**src/rtl/ym3438_lfo_mc.sv**
```systemverilog
// Multi-channel LFO with a time-multiplexed slot port returning AM level and
// PM-modulated fnum for one channel per request, two clocks after acceptance.
module ym3438_lfo_mc #(
  parameter int NCH    = 6,
  parameter int CH_W   = 3,
  parameter int FNUM_W = 11
) (
  input  logic              MCLK,
  input  logic              IC,
  input  logic              tick,
  input  logic [NCH-1:0]    lfo_en,
  input  logic [3*NCH-1:0]  lfo_rate,
  input  logic [2*NCH-1:0]  lfo_wave,
  input  logic [NCH-1:0]    lfo_sync,
  input  logic              slot_valid,
  input  logic [CH_W-1:0]   slot_ch,
  input  logic [FNUM_W-1:0] slot_fnum,
  input  logic [2:0]        slot_pms,
  output logic              out_valid,
  output logic [CH_W-1:0]   out_ch,
  output logic [FNUM_W:0]   out_fnum_lfo,
  output logic [5:0]        out_am,
  output logic [NCH-1:0]    wrap
);

  localparam int PW = FNUM_W + 4;  // (FNUM_W-4) + 3 + 5 product bits
  localparam int SW = FNUM_W + 5;
  localparam logic [SW-1:0] MAXV = SW'({(FNUM_W+1){1'b1}});

  function automatic logic [6:0] thr_of(input logic [2:0] r);
    case (r)
      3'd0:    thr_of = 7'd108;
      3'd1:    thr_of = 7'd77;
      3'd2:    thr_of = 7'd71;
      3'd3:    thr_of = 7'd67;
      3'd4:    thr_of = 7'd62;
      3'd5:    thr_of = 7'd44;
      3'd6:    thr_of = 7'd8;
      default: thr_of = 7'd5;
    endcase
  endfunction

  function automatic logic [4:0] pms_mul(input logic [2:0] s);
    case (s)
      3'd0:    pms_mul = 5'd0;
      3'd1:    pms_mul = 5'd1;
      3'd2:    pms_mul = 5'd2;
      3'd3:    pms_mul = 5'd3;
      3'd4:    pms_mul = 5'd4;
      3'd5:    pms_mul = 5'd6;
      3'd6:    pms_mul = 5'd12;
      default: pms_mul = 5'd24;
    endcase
  endfunction

  logic [6:0] subcnt [NCH];
  logic [6:0] p      [NCH];

  always_ff @(posedge MCLK) begin
    if (IC) begin
      for (int unsigned k = 0; k < NCH; k++) begin
        subcnt[k] <= '0;
        p[k]      <= '0;
      end
      wrap <= '0;
    end else begin
      for (int unsigned k = 0; k < NCH; k++) begin
        wrap[k] <= 1'b0;
        if (lfo_sync[k] || !lfo_en[k]) begin
          subcnt[k] <= '0;
          p[k]      <= '0;
        end else if (tick) begin
          // >= so a rate lowered below the running count still wraps next tick
          if (subcnt[k] >= thr_of(lfo_rate[3*k +: 3])) begin
            subcnt[k] <= '0;
            p[k]      <= p[k] + 7'd1;
            wrap[k]   <= (p[k] == 7'h7F);
          end else begin
            subcnt[k] <= subcnt[k] + 7'd1;
          end
        end
      end
    end
  end

  logic       ch_ok;
  logic [6:0] sel_p;
  logic [1:0] sel_wave;

  always_comb begin
    ch_ok    = 1'b0;
    sel_p    = '0;
    sel_wave = '0;
    for (int unsigned k = 0; k < NCH; k++) begin
      if (slot_ch == CH_W'(k)) begin
        ch_ok    = 1'b1;
        sel_p    = p[k];
        sel_wave = lfo_wave[2*k +: 2];
      end
    end
  end

  logic              s1_valid;
  logic [CH_W-1:0]   s1_ch;
  logic [FNUM_W-1:0] s1_fnum;
  logic [2:0]        s1_pms;
  logic [6:0]        s1_p;
  logic [1:0]        s1_wave;

  always_ff @(posedge MCLK) begin
    if (IC) begin
      s1_valid <= 1'b0;
      s1_ch    <= '0;
      s1_fnum  <= '0;
      s1_pms   <= '0;
      s1_p     <= '0;
      s1_wave  <= '0;
    end else begin
      s1_valid <= slot_valid && ch_ok;
      if (slot_valid && ch_ok) begin
        s1_ch   <= slot_ch;
        s1_fnum <= slot_fnum;
        s1_pms  <= slot_pms;
        s1_p    <= sel_p;
        s1_wave <= sel_wave;
      end
    end
  end

  logic [5:0]      am;
  logic [2:0]      mag;
  logic            sign;
  logic [PW-1:0]   prod;
  logic [SW-1:0]   base_x;
  logic [SW-1:0]   off_x;
  logic [SW-1:0]   sum_x;
  logic [FNUM_W:0] fnum_res;

  always_comb begin
    sign = s1_p[6];
    case (s1_wave)
      2'd1: begin
        am  = ~s1_p[6:1];
        mag = s1_p[5:3];
      end
      2'd2: begin
        am  = s1_p[6] ? '0 : '1;
        mag = 3'd7;
      end
      default: begin
        am  = ~(s1_p[5:0] ^ {6{s1_p[6]}});
        mag = s1_p[4:2] ^ {3{s1_p[5]}};
      end
    endcase
    prod   = PW'(s1_fnum[FNUM_W-1:4]) * PW'(mag) * PW'(pms_mul(s1_pms));
    base_x = SW'({s1_fnum, 1'b0});
    off_x  = SW'(prod >> 5);
    sum_x  = base_x + off_x;
    if (!sign)
      fnum_res = (sum_x > MAXV) ? '1 : sum_x[FNUM_W:0];
    else if (off_x > base_x)
      fnum_res = '0;
    else
      fnum_res = base_x[FNUM_W:0] - off_x[FNUM_W:0];
  end

  always_ff @(posedge MCLK) begin
    if (IC) begin
      out_valid    <= 1'b0;
      out_ch       <= '0;
      out_fnum_lfo <= '0;
      out_am       <= '0;
    end else begin
      out_valid <= s1_valid;
      if (s1_valid) begin
        out_ch       <= s1_ch;
        out_fnum_lfo <= fnum_res;
        out_am       <= am;
      end
    end
  end

endmodule

```
**config.mk**
```make
export PLATFORM = sky130hd
export DESIGN_NAME = ym3438_lfo_mc
export DESIGN_NICKNAME = d
export VERILOG_FILES = /design/src/rtl/ym3438_lfo_mc.sv
export SDC_FILE = /design/constraint.sdc
export NUM_CORES = 1
export LEC_CHECK = 0
export CAP_MARGIN = 20
export CORE_UTILIZATION = 55
export CTS_BUF_LIST = sky130_fd_sc_hd__clkbuf_16
export CTS_CLUSTER_SIZE = 16
export DETAILED_ROUTE_END_ITERATION = 10
export GPL_ROUTABILITY_DRIVEN = 0
export PLACE_DENSITY = 0.76
export SLEW_MARGIN = 25
export SYNTH_ARGS = -nofsm -noshare
export SYNTH_HDL_FRONTEND = slang
export SYNTH_SLANG_ARGS = --single-unit
```
**constraint.sdc**
```tcl
create_clock -name MCLK -period 15.7 [get_ports MCLK]
set_input_delay 3.14 -clock MCLK [delete_from_list [all_inputs] [get_ports MCLK]]
set_output_delay 3.14 -clock MCLK [all_outputs]
set_load 0.1 [all_outputs]
```
After elaboration in Yosys (flattened, before gate mapping)
Memories as Yosys holds them, arrays and structs flattened.
Index checks and enable logic that the tools add are counted.
Widths: inputs -> output; s select.
{"block": "totals", "register_bits": 55, "ram_bits": 84, "in_bits": 63, "out_inout_bits": 28, "elab_cells": 324, "n_memories": 2}
{"block": "op_classes", "n_addsub": 14, "n_mul": 2, "n_lt_le_gt_ge": 8, "eq_ne": 55, "mux": 159, "bitwise_logic": 41, "reduce_logical": 27}
{"memory": "p", "words": 6, "width": 7, "rd": 6, "rd_clocked_by_memory_dff": 0, "write_ports": 6, "line": "57", "source": "logic [6:0] p [NCH];"}
{"memory": "subcnt", "words": 6, "width": 7, "rd": 6, "rd_clocked_by_memory_dff": 0, "write_ports": 6, "line": "56", "source": "logic [6:0] subcnt [NCH];"}
{"cell": "$mux 7", "count": 54}
{"cell": "$pmux 7 s7", "count": 6}
{"cell": "$mux 1", "count": 86}
{"cell": "$add 7x1->7 const B", "count": 12}
{"cell": "$eq 3x3->1 const B", "count": 23}
{"cell": "$eq 3x2->1 const B", "count": 16}
{"cell": "$eq 7x7->1 const B", "count": 6}
{"cell": "$ge 7x7->1", "count": 6}
{"cell": "$mux 12", "count": 3}
{"cell": "$pmux 5 s7", "count": 1}
{"cell": "$or 1x1->1", "count": 30}
{"cell": "$eq 3x1->1 const B", "count": 8}
{"cell": "$logic_not 3->1", "count": 8}
{"cell": "$reduce_or 4->1", "count": 6}
{"cell": "$mul 10x5->15", "count": 1}
{"cell": "$add 12x10->13", "count": 1}
{"cell": "$gt 13x12->1 const B", "count": 1}
{"cell": "$gt 10x12->1", "count": 1}
{"cell": "$mux 2", "count": 6}
{"cell": "$not 6->6", "count": 2}
{"cell": "$pmux 6 s2", "count": 1}
{"cell": "$sub 12x10->12", "count": 1}
{"cell": "$mul 7x3->10", "count": 1}
{"cell": "$not 1->1", "count": 7}
{"cell": "other kinds (9)", "count": 19}

Depth between registers and ports, before layout
{"block": "logic_depth", "word_depth": 13, "depth_mapped": 38, "mapped_depth_nobuf": 37}

Least setup slack after synthesis
No wires, ideal clock.
{"block": "synth_path", "kind": "register -> register", "start": "reg s1_wave[0]", "end": "reg out_fnum_lfo[9]", "setup_ns": 0.146, "arrival_time_ns": 8.156, "required_time_ns": 15.554, "setup_slack_ns": 7.398, "path_stages_with_launch": 37, "path_buffers": 2, "synth_period_minus_slack_ns": 8.302, "cell_sequence": "dfxtp_1 > inv_1 > ha_1 > inv_1 > nand2_1 > and3_1 > o21ai_1 > nand2_1 > fa_1 > inv_1 > ha_1 > fa_1 > inv_1 > nor2_1 > fa_1 > fa_1 > inv_1 > fa_1 > inv_1 > ha_1 > clkbuf_1 > nand3_1 > or3_1 > a2bb2oi_2 > a31oi_4 > a41oi_2 > or3b_1 > or3b_1 > ha_1 > buf_2 > inv_1 > a2111oi_0 > nand2b_1 > o21ai_2 > and3_1 > mux2i_1 > a41oi_1"}
{"block": "synth_between", "elab_chain_cells": 8, "word_cells_on_any_way": 12, "cone_classes": "add/sub: 2; mul: 2; order compare: 2; eq/ne: 2; mux: 4"}
{"element": "from (decl)", "line": "108", "source": "logic [1:0] s1_wave;"}
{"element": "from (signal assigned)", "line": "125", "source": "s1_wave <= sel_wave;"}
{"element": "$eq 2x2->1 or $eq 2x1->1 (tied branches)", "line": "141", "source": "case (s1_wave)"}
{"element": "$pmux 3 s2 (*)", "line": "141"}
{"element": "$mul 7x3->10 (*)", "line": "155", "source": "prod = PW'(s1_fnum[FNUM_W-1:4]) * PW'(mag) * PW'(pms_mul(s1_pms));"}
{"element": "$mul 10x5->15 (*)", "line": "155"}
{"element": "$add 12x10->13", "line": "158", "source": "sum_x = base_x + off_x;"}
{"element": "$gt 13x12->1", "line": "160", "source": "fnum_res = (sum_x > MAXV) ? '1 : sum_x[FNUM_W:0];"}
{"element": "$mux 12", "line": "160"}
{"element": "$mux 12 (*)", "line": "159", "source": "if (!sign)"}
{"element": "to (signal assigned)", "line": "177", "source": "out_fnum_lfo <= fnum_res;"}
{"element": "to (decl)", "line": "21", "source": "output logic [FNUM_W:0] out_fnum_lfo,"}
Every way passes the cells marked *; elsewhere a longest branch is shown, timed or not.
A chain may end at the register's enable or synchronous reset.

Worst setup path in the final report
Same ends and word-level chain as after synthesis.

==> results.md <==
- Synth unique cells: a little under 70
- Yosys reg bits: between 100 and 150
- CTS resizes: 0
- Max Buffers Root-to-Sink: 2
- Number of flops mapped to enable cells by yosys: 84
- Hold Buf Count CTS: 0
- # H-tree levels: 4
- Row cnt: slightly above 50
- Kind of critical path: flop to flop
- Sequential element share of the synthesized area: 0.322
- Post-synth top cells: ha_1 (105), nand2_1 (105), nor2_1 (101), inv_1 (92), edfxtp_1 (84)
- Yosys warns: 0
- Outcome: complete, no violations
- CTS tree: done
- Max VDD drop: 0.0000841 V
- Clock sink total: 139
- GR Layer Usage met3: 0.0387
- Vias in the first global route: ~8800
- Final setup TNS: 0 ps
- Worst r2r path cells: 34
- Detailed placement HPWL: 19300 µm
- Grt ovf: 0
- Vert. Die Dim: roughly 150 µm
- Routed wire length per instance: 16.3 µm
- Setup repair after global routing missed its margin: no
- Crit path largest cell delay: a little under 700 ps
- Die ar.: 0.0210 mm²
- Non-Filler Instances: between 1500 and 2000
- Setup Buffers After CTS: 0
- Worst R2R Start: s1_wave[0]
- Clock root buffer: clkbuf_16
- CTS Buf Count: 17
- DR pass1 iterations: 6
- IO Pins: between 90 and 100
- Fin nets: 1479
- GR Util All Layers: 0.249
- Initial antenna violation count: 0
- Slew @ Worst Pin: approximately 1000 ps
- Crit. End Element: flop
- Later-pin clock latency in the skew report: ~430 ps
- Relative slew slack: 0.303
- Synth Instances: approximately 1200
- Hold Startpoint: s1_ch[0]
- Drt total wl: ~25000 µm
- Via count: 9175
- Ratio of cells with drive above 1 in the final layout: 0.0619
- Synth area leader: edfxtp_1
- Largest net degree at the start of global routing: 56
- Crit share post-route: 0.600
- CP startpoint kind: flop
- Crit path arrival time: just under 10000 ps
- Pwr dens: between 70 and 80 mW/mm²
- Final hold vios: 0
- Synth top area share: 0.224
- LEAKAGE: about 5.2 nW
- Core area: 0.0198 mm²
- Area Growth Syn to Fin: 14.4%
- Mean Syn Cell Area: ~9.2 µm²
- Final min period: about 9400 ps
- Routed vias/inst: 5.89
- PortBufs: 90
- First-pass GRT wire length: 42700 µm
- Most frequent CP cell: inv_1
- Diode count: 0
- Async set or reset register ratio after synthesis: 0
- Synth Cell Area: between 0.01 and 0.015 mm²
- Slowest cell on crit path: a2111oi_0
- CTS clk-pin slew, worst paths: around 60 ps
- Footprint of the multi-input gates: around 0.0071 mm²
- Critical Path RT: about 16000 ps
- Die Wd: between 100 and 150 µm
- Hold Path Class: flop to flop
- Reg-to-Reg End: out_fnum_lfo[9]
- CP Max Fanout: 15
- Flip-flop and latch area: around 0.0036 mm²
- GR Util met2: 0.402
- Dpl cells: between 1500 and 2000
- Final Max Tran Viols: 0
- GRT busiest layer: met2
- Max-cap violations: 0
- CP endpoint: out_fnum_lfo[9]
- Synth Flop Type: edfxtp_1
- Worst R2R Setup Slack: around 6300 ps
- Met1 Use GR: 0.339
- Fillers: approximately 1600
- Max frequency: around 110 MHz
- Setup crit start: s1_wave[0]
- Syn nets: approximately 1400
- Final Setup Violations: 0
- DRT antenna net count: 0
- Initial DRC count: 550
- Post-route DRC: 0
- Layout Skew: 12.7 ps
- Initial core utilization: 0.569
- Area contributors post-synth: edfxtp_1 (22%), ha_1 (12%), dfxtp_1 (9.8%)
-- final cells by class --
type	instances	share of cell area
multi-input combinational	937	0.551
clock inverter	14	0.00866
sequential	139	0.282
timing repair buffer	92	0.0708
inverter	93	0.0271
clock buffer	18	0.0350
tap	265	0.0258
-- report_power, final --
part | switching, W | leakage (nW) | internal [W]
logic | 0.000120 | 3.51 | 0.0000782
clock network | 0.000173 | 0.268 | 0.000214
registers | 0.0000178 | 1.44 | 0.000400
-- cells by family (layout without fill, tap and decap cells) --
group,after synthesis,after routing,synth area share
xor gates and xnor gates,88,88,0.0685
and+or+nand+nor,417,417,0.182
muxes,26,26,0.0344
AOI/OAI and AO/OA,264,264,0.168
buffers and inverters,140,217,0.0475
DFF,139,139,0.322
adders and majority gates,142,142,0.177
-- placed cells by master (no fill, tap or decap), drive strengths merged, types with 5 or more instances in the layout --
| master | Yosys | final |
|---|---|---|
| a2111oi | 34 | 34 |
| a211oi | 19 | 19 |
| a21boi | 14 | 14 |
| a21o | 35 | 35 |
| a21oi | 55 | 55 |
| a221oi | 10 | 10 |
| a311oi | 8 | 8 |
| a31oi | 8 | 8 |
| and2 | 16 | 16 |
| and3 | 13 | 13 |
| clkbuf | 32 | 18 |
| clkdlybuf4s50 | 0 | 89 |
| clkinv | 1 | 5 |
| dfxtp | 55 | 55 |
| edfxtp | 84 | 84 |
| fa | 31 | 31 |
| ha | 105 | 105 |
| inv | 92 | 98 |
| maj3 | 6 | 6 |
| mux2 | 11 | 11 |
| mux2i | 6 | 6 |
| mux4 | 9 | 9 |
| nand2 | 105 | 105 |
| nand2b | 38 | 38 |
| nand3 | 39 | 39 |
| nor2 | 101 | 101 |
| nor2b | 16 | 16 |
| nor3 | 50 | 50 |
| nor3b | 12 | 12 |
| o211ai | 11 | 11 |
| o21a | 6 | 6 |
| o21ai | 38 | 38 |
| o21bai | 6 | 6 |
| or2 | 9 | 9 |
| xnor2 | 65 | 65 |
| xor2 | 23 | 23 |
-- how the worst min path moves through the flow --
stage | to | slack [ps] | cells after the start
after floorplan | s1_ch[0] | 440 | 2
after global routing | s1_ch[0] | 500 | 2
after CTS | out_am[2] | 490 | 2
final | s1_ch[0] | 480 | 2
after detailed placement | s1_ch[0] | 460 | 2
after global placement | s1_ch[0] | 450 | 2
-- registers in the layout, summed over array words and instances (netlist names) --
signal and flops:
s1_valid 1, p 42, s1_pms 3, out_valid 1, out_ch 3, s1_fnum 11, out_fnum_lfo 12, s1_wave 2
wrap 6, out_am 6, subcnt 42, s1_ch 3, s1_p 7
-- metal layers --
metal	part of all wire	wire length [µm]	vias up
li1	-	-	4508
met1	0.46	11700	4349
met2	0.47	11800	275
met3	0.049	1240	43
met4	0.024	610	0
met5	0	0	-
-- through the flow --
step           instance area, µm²  hold slack, ps  total power, W  utilization  setup slack, ps
6_report                    12900             478         0.00100        0.650             6280
5_1_grt                     12900             501         0.00104        0.650             5680
2_1_floorplan               11200             436        0.000561            -             7400
4_1_cts                     12900             485         0.00100        0.650             6390
3_3_place_gp                12300             452        0.000617        0.622             6840
3_5_place_dp                12300             461        0.000621        0.622             6420
-- worst max-delay path, delay by kind of cell, from the launching register on --
kind	cells	cell delay, ps
AO/OA/AOI/OAI	7	1840
AND/OR/NAND/NOR	10	2000
XOR/XNOR	1	430
buffers and inverters	6	530
flip-flops	1	330
adder cells (fa/ha/maj)	9	3960
multiplexers	1	130
Power figures use the tool's default switching activity.
